**src/rtl/uart_tx.sv**
```systemverilog
// UART transmit engine: start bit, LSB-first data, optional parity, one stop bit.
// One serial bit per Clk cycle; TX_OUT and Busy are registered.
module uart_tx #(
    parameter int DATA_WIDTH = 8
) (
    input  logic                  Clk,
    input  logic                  Rst,
    input  logic [DATA_WIDTH-1:0] P_DATA,
    input  logic                  Data_Valid,
    input  logic                  PAR_EN,
    input  logic                  PAR_TYP,
    output logic                  TX_OUT,
    output logic                  Busy
);

    localparam int CW = $clog2(DATA_WIDTH) + 1;

    typedef enum logic [2:0] {
        IDLE   = 3'd0,
        START  = 3'd1,
        DATA   = 3'd2,
        PARITY = 3'd3,
        STOP   = 3'd4
    } state_t;

    state_t                state;
    state_t                state_next;
    logic [CW-1:0]         bit_cnt;
    logic [DATA_WIDTH-1:0] data_q;
    logic                  par_en_q;
    logic                  par_bit;
    logic                  tx_next;
    logic                  busy_next;
    logic                  accept;
    logic                  last_bit;

    assign accept   = (state == IDLE) && Data_Valid;
    assign last_bit = (bit_cnt == CW'(DATA_WIDTH - 1));

    always_ff @(posedge Clk or negedge Rst) begin
        if (!Rst) begin
            state  <= IDLE;
            TX_OUT <= 1'b1;
            Busy   <= 1'b0;
        end else begin
            state  <= state_next;
            TX_OUT <= tx_next;
            Busy   <= busy_next;
        end
    end

    // Outputs are computed for the state being entered, so the line
    // changes on the same edge as the state.
    always_comb begin
        state_next = state;
        tx_next    = 1'b1;
        busy_next  = 1'b1;
        case (state)
            IDLE: begin
                busy_next = 1'b0;
                if (Data_Valid) begin
                    state_next = START;
                    tx_next    = 1'b0;
                    busy_next  = 1'b1;
                end
            end
            START: begin
                state_next = DATA;
                tx_next    = data_q[0];
            end
            DATA: begin
                if (!last_bit) begin
                    tx_next = data_q[0];
                end else if (par_en_q) begin
                    state_next = PARITY;
                    tx_next    = par_bit;
                end else begin
                    state_next = STOP;
                end
            end
            PARITY: begin
                state_next = STOP;
            end
            STOP: begin
                state_next = IDLE;
                busy_next  = 1'b0;
            end
            default: begin
                state_next = IDLE;
                busy_next  = 1'b0;
            end
        endcase
    end

    // The latch shifts right as bits go out; bit 0 is always the next data bit.
    always_ff @(posedge Clk or negedge Rst) begin
        if (!Rst) begin
            bit_cnt  <= '0;
            data_q   <= '0;
            par_en_q <= 1'b0;
            par_bit  <= 1'b0;
        end else if (accept) begin
            bit_cnt  <= '0;
            data_q   <= P_DATA;
            par_en_q <= PAR_EN;
            par_bit  <= (^P_DATA) ^ PAR_TYP;
        end else if (state == START) begin
            data_q <= data_q >> 1;
        end else if (state == DATA && !last_bit) begin
            data_q  <= data_q >> 1;
            bit_cnt <= bit_cnt + CW'(1);
        end
    end

endmodule
```
**config.mk**
```make
export PLATFORM = sky130hd
export DESIGN_NAME = uart_tx
export DESIGN_NICKNAME = d
export VERILOG_FILES = /design/src/rtl/uart_tx.sv
export SDC_FILE = /design/constraint.sdc
export NUM_CORES = 1
export LEC_CHECK = 0
export CORE_MARGIN = 2
export CORE_UTILIZATION = 44
export CTS_CLUSTER_SIZE = 30
export DETAILED_ROUTE_END_ITERATION = 7
export GPL_TIMING_DRIVEN = 0
export PLACE_DENSITY = 0.7
export RECOVER_POWER = 100
export SETUP_SLACK_MARGIN = 0.15
export SLEW_MARGIN = 20
export SYNTH_ARGS = -nofsm -noshare
export SYNTH_HDL_FRONTEND = slang
export SYNTH_SLANG_ARGS = --single-unit
```
**constraint.sdc**
```tcl
create_clock -name Clk -period 1.4 [get_ports Clk]
set_clock_uncertainty 0.05 [all_clocks]
set_input_delay 0.28 -clock Clk [delete_from_list [all_inputs] [get_ports Clk]]
set_output_delay 0.28 -clock Clk [all_outputs]
set_load 0.02 [all_outputs]
```
==> flow_summary.json, run 1 <==
{
  "vias": 782,
  "clockBufferDepth": 2,
  "cts_tree": "done",
  "portBuffers": 14,
  "grt_max_degree": 20,
  "area_delta_synth_final_pct": 41.9,
  "setup_slack_ps": -108,
  "synth.distinct_cells": 32,
  "period_minus_slack_ps": 1510,
  "synth.area.mux_share_pct": 10.6,
  "syn_area_per_cell_sq_um": 11.4,
  "clock_sinks": 19,
  "grt_pass1_vias": 839,
  "start_util_pct": 46.3,
  "wl_microns": 2300,
  "placed_cell_area_sq_um": 1210,
  "netlist_top_cells_area": "dfrtp_1, mux2i_1, xnor2_1",
  "crit_required_ps": 1580,
  "ys_ff_latch": 19,
  "hpwlAfterDp_microns": 1390,
  "dp_cells": 131,
  "cp.arrival_ps": 1680,
  "ys_seq_area_share_pct": 47.0,
  "synth_top_area_cell": "dfrtp_1",
  "status": "finished, violations left",
  "finalHoldViolations": 0,
  "globalplace.congestion": 0.765,
  "peakVddDrop_mv": 1.11,
  "stdcell_area_sq_um": 1440,
  "die_h_microns": 52.0,
  "syn_inst": 89,
  "io_pins": 15,
  "critPathMaxFanout": 5,
  "setup_viol": 11,
  "rows": 17,
  "vias_per_cell": 5.11,
  "htree_levels": 1,
  "max_freq_mhz": 663,
  "grt_pass1_wl_microns": 3860,
  "nFillCells": 184,
  "grt_usage_pct": 19.6,
  "synth-compound-area-share_pct": 11.3,
  "numCtsBuffers": 3,
  "drtIter0Drc": 12,
  "min_path_type": "input pin to async pin",
  "final_cell_count_no_fill": 153,
  "core_area_sq_um": 2190,
  "pre_cts_slack_ps": -539,
  "utilization_pct": 65.7,
  "synth_fa_ha_area_share_pct": 1.23,
  "synth_area_sq_um": 1010,
  "die_x_microns": 52.0,
  "diodes": 0,
  "end_kind": "flop",
  "power_per_cell_area_nw_per_um2": 2050,
  "grt_overflow": 0,
  "setup_tns_ps": -659,
  "clkLatencyLatePin_ps": 300,
  "clkTransAtPathRegs_ps": 110,
  "synth_top_family_by_area": "simple AND/OR/NAND/NOR gates",
  "path_class": "flop to flop",
  "p_leak_nw": 0.653,
  "cp-start-kind": "flop",
  "drv_cap": 0,
  "finalCritPeriodShare_pct": 108,
  "violations": "negative setup slack",
  "root_buffer": "clkbuf_4",
  "drive_above_1_share_pct": 41.6,
  "synth-xor-area-share_pct": 8.26,
  "ys_warn_count": 0,
  "die_area_sq_um": 2710,
  "drc": 0,
  "layout_common_cells": "dfrtp_1, buf_4, buf_6",
  "synthSimpleGateAreaFrac_pct": 16.8,
  "antenna_found_initial": 0,
  "slew_headroom_pct": 30.1,
  "dr.pass1.iters": 2,
  "final_common_cell": "dfrtp_1",
  "maxSlewViolCount": 0,
  "rsz0062_at_grt": "true",
  "final_antenna_net_count": 0,
  "worst_pin_slew_ps": 1050,
  "syn_nets": 103,
  "fin_nets": 140,
  "drt-wirelength-per-cell_microns": 15.0,
  "synth_top_area_share_pct": 44.4
}
cell type report:
cell class	count	area [sq um]	share of cell area, %
well taps	28	35.0	2.43
multi-input cells	64	576	40.0
repair buffers	32	273	18.9
clock buffers	4	26.3	1.82
flip-flops and latches	19	478	33.2
plain buffers	4	45.0	3.13
inverters	2	7.51	0.521
final timing paths:
path,startpoint,to,slack [ps],depth (start not counted)
min reg2reg,data_q[2]$_DFFE_PN0P_,data_q[2]$_DFFE_PN0P_,450,2
max,bit_cnt[0]$_DFFE_PN0P_,TX_OUT$_DFF_PN1_,-110,6
max in group asynchronous,Rst,state[1]$_DFFE_PN0P_,520,1
min,Rst,state[0]$_DFFE_PN0P_,80,1
min in group Clk,P_DATA[7],data_q[7]$_DFFE_PN0P_,370,2
max reg2reg,bit_cnt[0]$_DFFE_PN0P_,TX_OUT$_DFF_PN1_,-110,6
power breakdown:
part	leakage (nW)	internal (mW)	switching [mW]
clock network	0.0150	0.111	0.174
registers	0.239	0.783	0.128
logic	0.399	0.947	0.812
total	0.653	1.84	1.11
logic make-up (layout without fill, tap and decap cells):
logic type               after synthesis  after routing
buffers and inverters                  6             42
AO/OA/AOI/OAI                         17             17
multiplexers                          10             10
adder cells (fa/ha/maj)                1              1
AND/OR/NAND/NOR                       28             28
flip-flops                            19             19
XOR/XNOR                               8              8
what timing repair did:
item	CTS	global route
setup buffers	13	4
resized for setup	24	14
setup endpoints to repair	20	37
hold buffers	0	0
pin swaps	6	10
gates cloned	0	1
synth_stat cells:
| master | n |
|---|---|
| mux2_2 | 2 |
| a2111oi_0 | 1 |
| nor4b_1 | 1 |
| nand2_1 | 11 |
| and2_1 | 1 |
| xnor3_1 | 1 |
| or2_1 | 1 |
| dfrtp_1 | 18 |
| nor3_4 | 1 |
| a22o_1 | 1 |
| a22oi_4 | 1 |
| buf_4 | 1 |
| nor2_1 | 5 |
| mux2_4 | 1 |
| and3_1 | 1 |
| a31oi_1 | 2 |
| nand3b_1 | 3 |
| nand2b_4 | 1 |
| ha_1 | 1 |
| o21ai_0 | 4 |
| xnor2_1 | 5 |
| mux2i_1 | 7 |
| o21ai_1 | 6 |
| nand3_1 | 1 |
| dfstp_2 | 1 |
| buf_6 | 3 |
| nor3b_4 | 1 |
| inv_1 | 2 |
| o41ai_1 | 1 |
| nor2b_1 | 1 |
| xor2_1 | 2 |
| a21oi_1 | 1 |
through the flow:
step           hold WS (ps)  power [mW]
6_report               84.6        2.96
5_1_grt                 190        3.15
4_1_cts                 371        2.70
3_5_place_dp            425        2.14
3_3_place_gp            413        2.10
2_1_floorplan         -65.6        1.84
critical path: stages, from the launching register on:
cell and delay, ps:
dfrtp_1 380, ha_2 190, nand3b_1 190, a22oi_4 310, buf_6 160, o41ai_2 60, o21ai_1 110
state kept, by name, summed over array words and instances (netlist names):
name / count
data_q: 8
bit_cnt: 4
state: 3
Busy: 1
TX_OUT: 1
par_bit: 1
par_en_q: 1
per-layer routing:
layer | vias up | routed length (microns) | track usage (%)
li1 | 386 | - | -
met1 | 381 | 957 | 23.6
met2 | 13 | 1240 | 35.0
met3 | 2 | 82 | 4.02
met4 | 0 | 12 | 5.70
met5 | - | 0 | 0
(Power assumes the default switching activity.)
==> inputs of run 2 (changes only) <==
--- a/config.mk
+++ b/config.mk
@@ -5,6 +5,7 @@
 export SDC_FILE = /design/constraint.sdc
 export NUM_CORES = 1
 export LEC_CHECK = 0
+export CAP_MARGIN = 40
 export CORE_MARGIN = 2
 export CORE_UTILIZATION = 44
 export CTS_CLUSTER_SIZE = 30
@@ -17,3 +18,4 @@
 export SYNTH_ARGS = -nofsm -noshare
 export SYNTH_HDL_FRONTEND = slang
 export SYNTH_SLANG_ARGS = --single-unit
+export TNS_END_PERCENT = 1
==> run 2 against run 1 <==
Effect of this change:
- register-to-register slack better by 30 ps
- total power down 13%
- count of clock-buffer cells in the layout down 1
- maximum frequency up 1.8%
- sequential share of layout area up 3.1 points
- combinational power down 22%
- core utilization down 5.5 points
- critical endpoint is now state[2]$_DFFE_PN0P_
- non-clock buffer count down 8
- critical path type unchanged
- first-iteration DRC count down 33%
- cell count down 5.2%
- the run still ends with negative setup slack left
- clock power about the same
- global-route usage down 3.6 points
==> flow_summary.json, run 2 (synthesis gave the netlist of run 1 again) <==
{
  "status": "finished, violations left",
  "violations": "negative setup slack",
  "final_antenna_net_count": 0,
  "root_buffer": "clkbuf_4",
  "diodes": 0,
  "dp_cells": 132,
  "power_per_cell_area_nw_per_um2": 1950,
  "area_delta_synth_final_pct": 30.0,
  "io_pins": 15,
  "drc": 0,
  "start_util_pct": 46.3,
  "cts_tree": "done",
  "min_path_type": "input pin to async pin",
  "htree_levels": 1,
  "final_cell_count_no_fill": 145,
  "period_minus_slack_ps": 1480,
  "drtIter0Drc": 8,
  "p_leak_nw": 0.597,
  "portBuffers": 14,
  "reg_top3": "data_q x8, bit_cnt x4, state x3",
  "final_common_cell": "dfrtp_1",
  "grt_overflow": 0,
  "placed_cell_area_sq_um": 1200,
  "maxSlewViolCount": 0,
  "layout_common_cells": "dfrtp_1, nand2_1, buf_4",
  "wl_microns": 1870,
  "hold-worst-slack_ps": 285,
  "clockBufferDepth": 2,
  "top_register": "data_q",
  "drt-wirelength-per-cell_microns": 12.9,
  "globalplace.congestion": 0.771,
  "hpwlAfterDp_microns": 1370,
  "nFillCells": 198,
  "finalHoldViolations": 0,
  "rows": 17,
  "dr.pass1.iters": 4,
  "setup_tns_ps": -654,
  "rsz0062_at_grt": "true",
  "setup_viol": 13,
  "slew_headroom_pct": 65.6,
  "crit_start": "bit_cnt[1]$_DFFE_PN0P_",
  "drv_cap": 0,
  "vias": 739,
  "die_x_microns": 52.0,
  "grt_pass1_wl_microns": 3110,
  "setup_slack_ps": -81.9,
  "critPathMaxFanout": 4,
  "crit_required_ps": 1550,
  "die_h_microns": 52.0,
  "worst_pin_slew_ps": 516,
  "peakVddDrop_mv": 0.998,
  "holdBufCountCts": 0,
  "numCtsBuffers": 3,
  "grt_usage_pct": 16.0,
  "largest_reg_flops": 8,
  "stdcell_area_sq_um": 1320,
  "clkLatencyLatePin_ps": 310,
  "antenna_found_initial": 0,
  "rr_startpoint": "bit_cnt[1]$_DFFE_PN0P_",
  "clkTransAtPathRegs_ps": 120,
  "grt_pass1_vias": 726,
  "vias_per_cell": 5.10,
  "drive_above_1_share_pct": 27.4,
  "grt_max_degree": 12,
  "finalCritPeriodShare_pct": 106,
  "path_class": "flop to flop",
  "fin_nets": 132,
  "max_freq_mhz": 675,
  "end_kind": "flop",
  "cp-start-kind": "flop",
  "cp.arrival_ps": 1640,
  "die_area_sq_um": 2710,
  "clock_sinks": 19,
  "utilization_pct": 60.2,
  "core_area_sq_um": 2190
}
run 2: changes by cell type in the layout (fill, tap and decap cells not counted), sizes merged:
| cell | previous run | this run |
|---|---|---|
| clkinv | 0 | 1 |
| dlymetal6s2s | 0 | 1 |
| clkdlybuf4s50 | 5 | 7 |
| dlygate4sd2 | 6 | 4 |
| buf | 24 | 13 |
| dlygate4sd3 | 0 | 1 |
run 2: stage by stage:
stage	setup slack (ps)	total power, mW
6_report	-81.9	2.57
4_1_cts	-108	2.53
3_3_place_gp	-482	2.06
2_1_floorplan	3.50	1.80
5_1_grt	-142	2.77
3_5_place_dp	-484	2.10
run 2: cell type report:
class	count	area, sq um	share of cell area (%)
well taps	28	35.0	2.66
inverters	2	7.51	0.569
clock inverters	1	5.00	0.380
plain buffers	4	45.0	3.42
clock buffers	3	22.5	1.71
flip-flops and latches	19	478	36.2
repair buffers	24	208	15.7
multi-input cells	64	518	39.3
run 2: what timing repair did:
action,in CTS,in global routing
pin swaps,13,6
setup buffers,3,5
cloned,1,0
gates resized for setup,22,4
setup endpoints to repair,20,19
run 2: per-layer routing:
| metal | track usage (%) | up-vias | wire, microns | share of wire, % |
|---|---|---|---|---|
| met5 | 0 | - | 0 | 0 |
| met1 | 19.9 | 349 | 845 | 45 |
| met2 | 25.9 | 20 | 913 | 49 |
| met3 | 3.74 | 2 | 92 | 4.9 |
| met4 | 7.89 | 0 | 13 | 0.70 |
| li1 | - | 368 | - | - |
run 2: where the power goes:
part	leakage, nW	internal [mW]	switching (mW)
registers	0.239	0.783	0.127
logic	0.340	0.729	0.643
clock network	0.0177	0.107	0.181
total	0.597	1.62	0.951
run 2: worst paths after layout:
path,cells past startpoint,end,slack [ps]
hold reg to reg,2,data_q[0]$_DFFE_PN0P_,440
max in group asynchronous,2,state[1]$_DFFE_PN0P_,210
setup reg to reg,5,state[2]$_DFFE_PN0P_,-80
setup / recovery,5,state[2]$_DFFE_PN0P_,-80
hold / removal,1,state[2]$_DFFE_PN0P_,280
min in group Clk,2,data_q[7]$_DFFE_PN0P_,340
run 2: worst max-delay path, stage by stage, from the launching register on:
cell and delay, ps:
dfrtp_1 400, ha_2 210, nand3b_1 140, buf_4 180, and2_4 150, nor4b_2 250
==> inputs of run 3 (changes only) <==
--- a/config.mk
+++ b/config.mk
@@ -6,7 +6,7 @@
 export NUM_CORES = 1
 export LEC_CHECK = 0
 export CAP_MARGIN = 40
-export CORE_MARGIN = 2
+export CORE_MARGIN = 1
 export CORE_UTILIZATION = 44
 export CTS_CLUSTER_SIZE = 30
 export DETAILED_ROUTE_END_ITERATION = 7
==> run 3 against run 2 <==
Effect of this change:
- the run still ends with negative setup slack left
- flip-flop and latch count stayed put
- total power rose by 4.5%
- wire length rose by 1.1%
- register-to-register slack better by 50 ps
- die area fell by 7.5%
- critical path type unchanged
- critical endpoint is now TX_OUT$_DFF_PN1_
- largest cell class unchanged
- highest routed layer unchanged
==> flow_summary.json, run 3 (synthesis gave the netlist of run 1 again) <==
{
  "max_freq_mhz": 698,
  "seqCellArea_sq_um": 477,
  "peakVddDrop_mv": 1.05,
  "p_comb_share_pct": 55.9,
  "grtUsageMet3_pct": 4.01,
  "nFillCells": 187,
  "grt_max_degree": 12,
  "reg_top3": "data_q x8, bit_cnt x4, state x3",
  "rows": 17,
  "rsz0062_at_grt": "true",
  "pre_cts_slack_ps": -497,
  "maxSlewViolCount": 0,
  "setup_viol": 7,
  "cp.arrival_ps": 1610,
  "p_sw_mw": 0.986,
  "largest_reg_flops": 8,
  "min_path_type": "input pin to async pin",
  "fin_nets": 135,
  "grt_pass1_wl_microns": 3050,
  "drv_cap": 0,
  "layout_common_cells": "dfrtp_1, nand2_1, buf_4",
  "setup_slack_ps": -33.1,
  "power_per_cell_area_nw_per_um2": 2010,
  "drc": 0,
  "p_seq_share_pct": 33.5,
  "final_common_cell": "dfrtp_1",
  "drtIter0Drc": 5,
  "p_clk_share_pct": 10.6,
  "clkTransAtPathRegs_ps": 130,
  "die_x_microns": 50.0,
  "root_buffer": "clkbuf_4",
  "busiest_layer": "met2",
  "utilization_pct": 61.1,
  "vias_per_cell": 5.11,
  "grt_usage_pct": 16.6,
  "top_register": "data_q",
  "use_met1_pct": 20.5,
  "p_int_mw": 1.70,
  "holdBufCountCts": 0,
  "path_class": "flop to flop",
  "clkLatencyLatePin_ps": 300,
  "die_area_sq_um": 2500,
  "period_minus_slack_ps": 1430,
  "diodes": 0,
  "p_sw_share_pct": 36.7,
  "cp-start-kind": "flop",
  "hpwlAfterDp_microns": 1280,
  "worst_pin_slew_ps": 394,
  "clockBufferDepth": 2,
  "critPathMaxFanout": 5,
  "wl_microns": 1890,
  "slew_headroom_pct": 73.6,
  "final_antenna_net_count": 0,
  "htree_levels": 1,
  "globalplace.congestion": 0.792,
  "antenna_found_initial": 0,
  "grt_pass1_vias": 696,
  "violations": "negative setup slack",
  "multi_input_area_sq_um": 520,
  "start_util_pct": 46.3,
  "drive_above_1_share_pct": 30.0,
  "dr.pass1.iters": 2,
  "vias": 756,
  "cts_tree": "done",
  "numCtsBuffers": 3,
  "status": "finished, violations left",
  "p_leak_nw": 0.609,
  "end_kind": "flop",
  "grt_overflow": 0,
  "finalHoldViolations": 0,
  "use_met2_pct": 27.3,
  "finalCritPeriodShare_pct": 102,
  "clock_sinks": 19,
  "crit_required_ps": 1570,
  "portBuffers": 14,
  "die_h_microns": 50.0,
  "drt-wirelength-per-cell_microns": 12.7,
  "core_area_sq_um": 2190,
  "io_pins": 15,
  "area_delta_synth_final_pct": 31.9
}
==> run 3: cell type report <==
| cell class | count | share of cell area, % |
|---|---|---|
| multi-input combinational | 64 | 38.9 |
| tap | 28 | 2.62 |
| buffer | 4 | 3.36 |
| clock inverter | 1 | 0.374 |
| clock buffer | 3 | 1.68 |
| timing repair buffer | 27 | 16.9 |
| inverter | 2 | 0.561 |
| sequential | 19 | 35.6 |
==> run 3: path summary, 6_finish.rpt <==
kind,start,to,slack [ps],cells after the start
min in group Clk,P_DATA[7],data_q[7]$_DFFE_PN0P_,350,2
min reg2reg,data_q[0]$_DFFE_PN0P_,data_q[0]$_DFFE_PN0P_,450,2
max reg2reg,bit_cnt[1]$_DFFE_PN0P_,TX_OUT$_DFF_PN1_,-30,6
max,bit_cnt[1]$_DFFE_PN0P_,TX_OUT$_DFF_PN1_,-30,6
max in group asynchronous,Rst,bit_cnt[3]$_DFFE_PN0P_,420,2
min,Rst,state[2]$_DFFE_PN0P_,290,1
==> run 3: per-layer routing <==
| metal | vias up | part of all wire [%] |
|---|---|---|
| met2 | 14 | 51 |
| met4 | 0 | 1.3 |
| met1 | 364 | 44 |
| met3 | 4 | 3.3 |
| met5 | - | 0 |
| li1 | 374 | - |
==> run 3: worst max-delay path, stage by stage (launching register included) <==
cell and delay [ps]:
dfrtp_1 390, ha_2 190, nand3b_1 170, a22oi_4 260, buf_6 150, o41ai_1 60, o21ai_1 80
==> run 3: repair_timing <==
| item | in CTS | in global routing |
|---|---|---|
| cloned | 1 | 0 |
| hold endpoints to repair | 0 | 0 |
| pin swaps | 13 | 5 |
| endpoints found under the setup margin | 20 | 19 |
| setup buffers | 9 | 2 |
| resized for setup | 25 | 4 |
==> run 3: stage by stage <==
step                      hold slack, ps  cells  instance area (sq um)  TNS (ps)  power [mW]
final                                287    148                   1340     -81.1        2.69
after global placement               416    131                   1190     -5780        2.06
after floorplan                    -65.6     89                   1010         0        1.80
after detailed placement             422    132                   1200     -5310        2.09
after CTS                            232    146                   1330      -177        2.66
after global routing                 307    148                   1340     -1360        2.87
==> run 3: power groups by stage <==
stage          logic [mW]  registers [mW]  clock network, mW
6_report             1.50           0.899              0.285
5_1_grt              1.64           0.925              0.311
4_1_cts              1.46           0.899              0.295
3_5_place_dp         1.17           0.918                  0
3_3_place_gp         1.14           0.911                  0
2_1_floorplan       0.872           0.926                  0
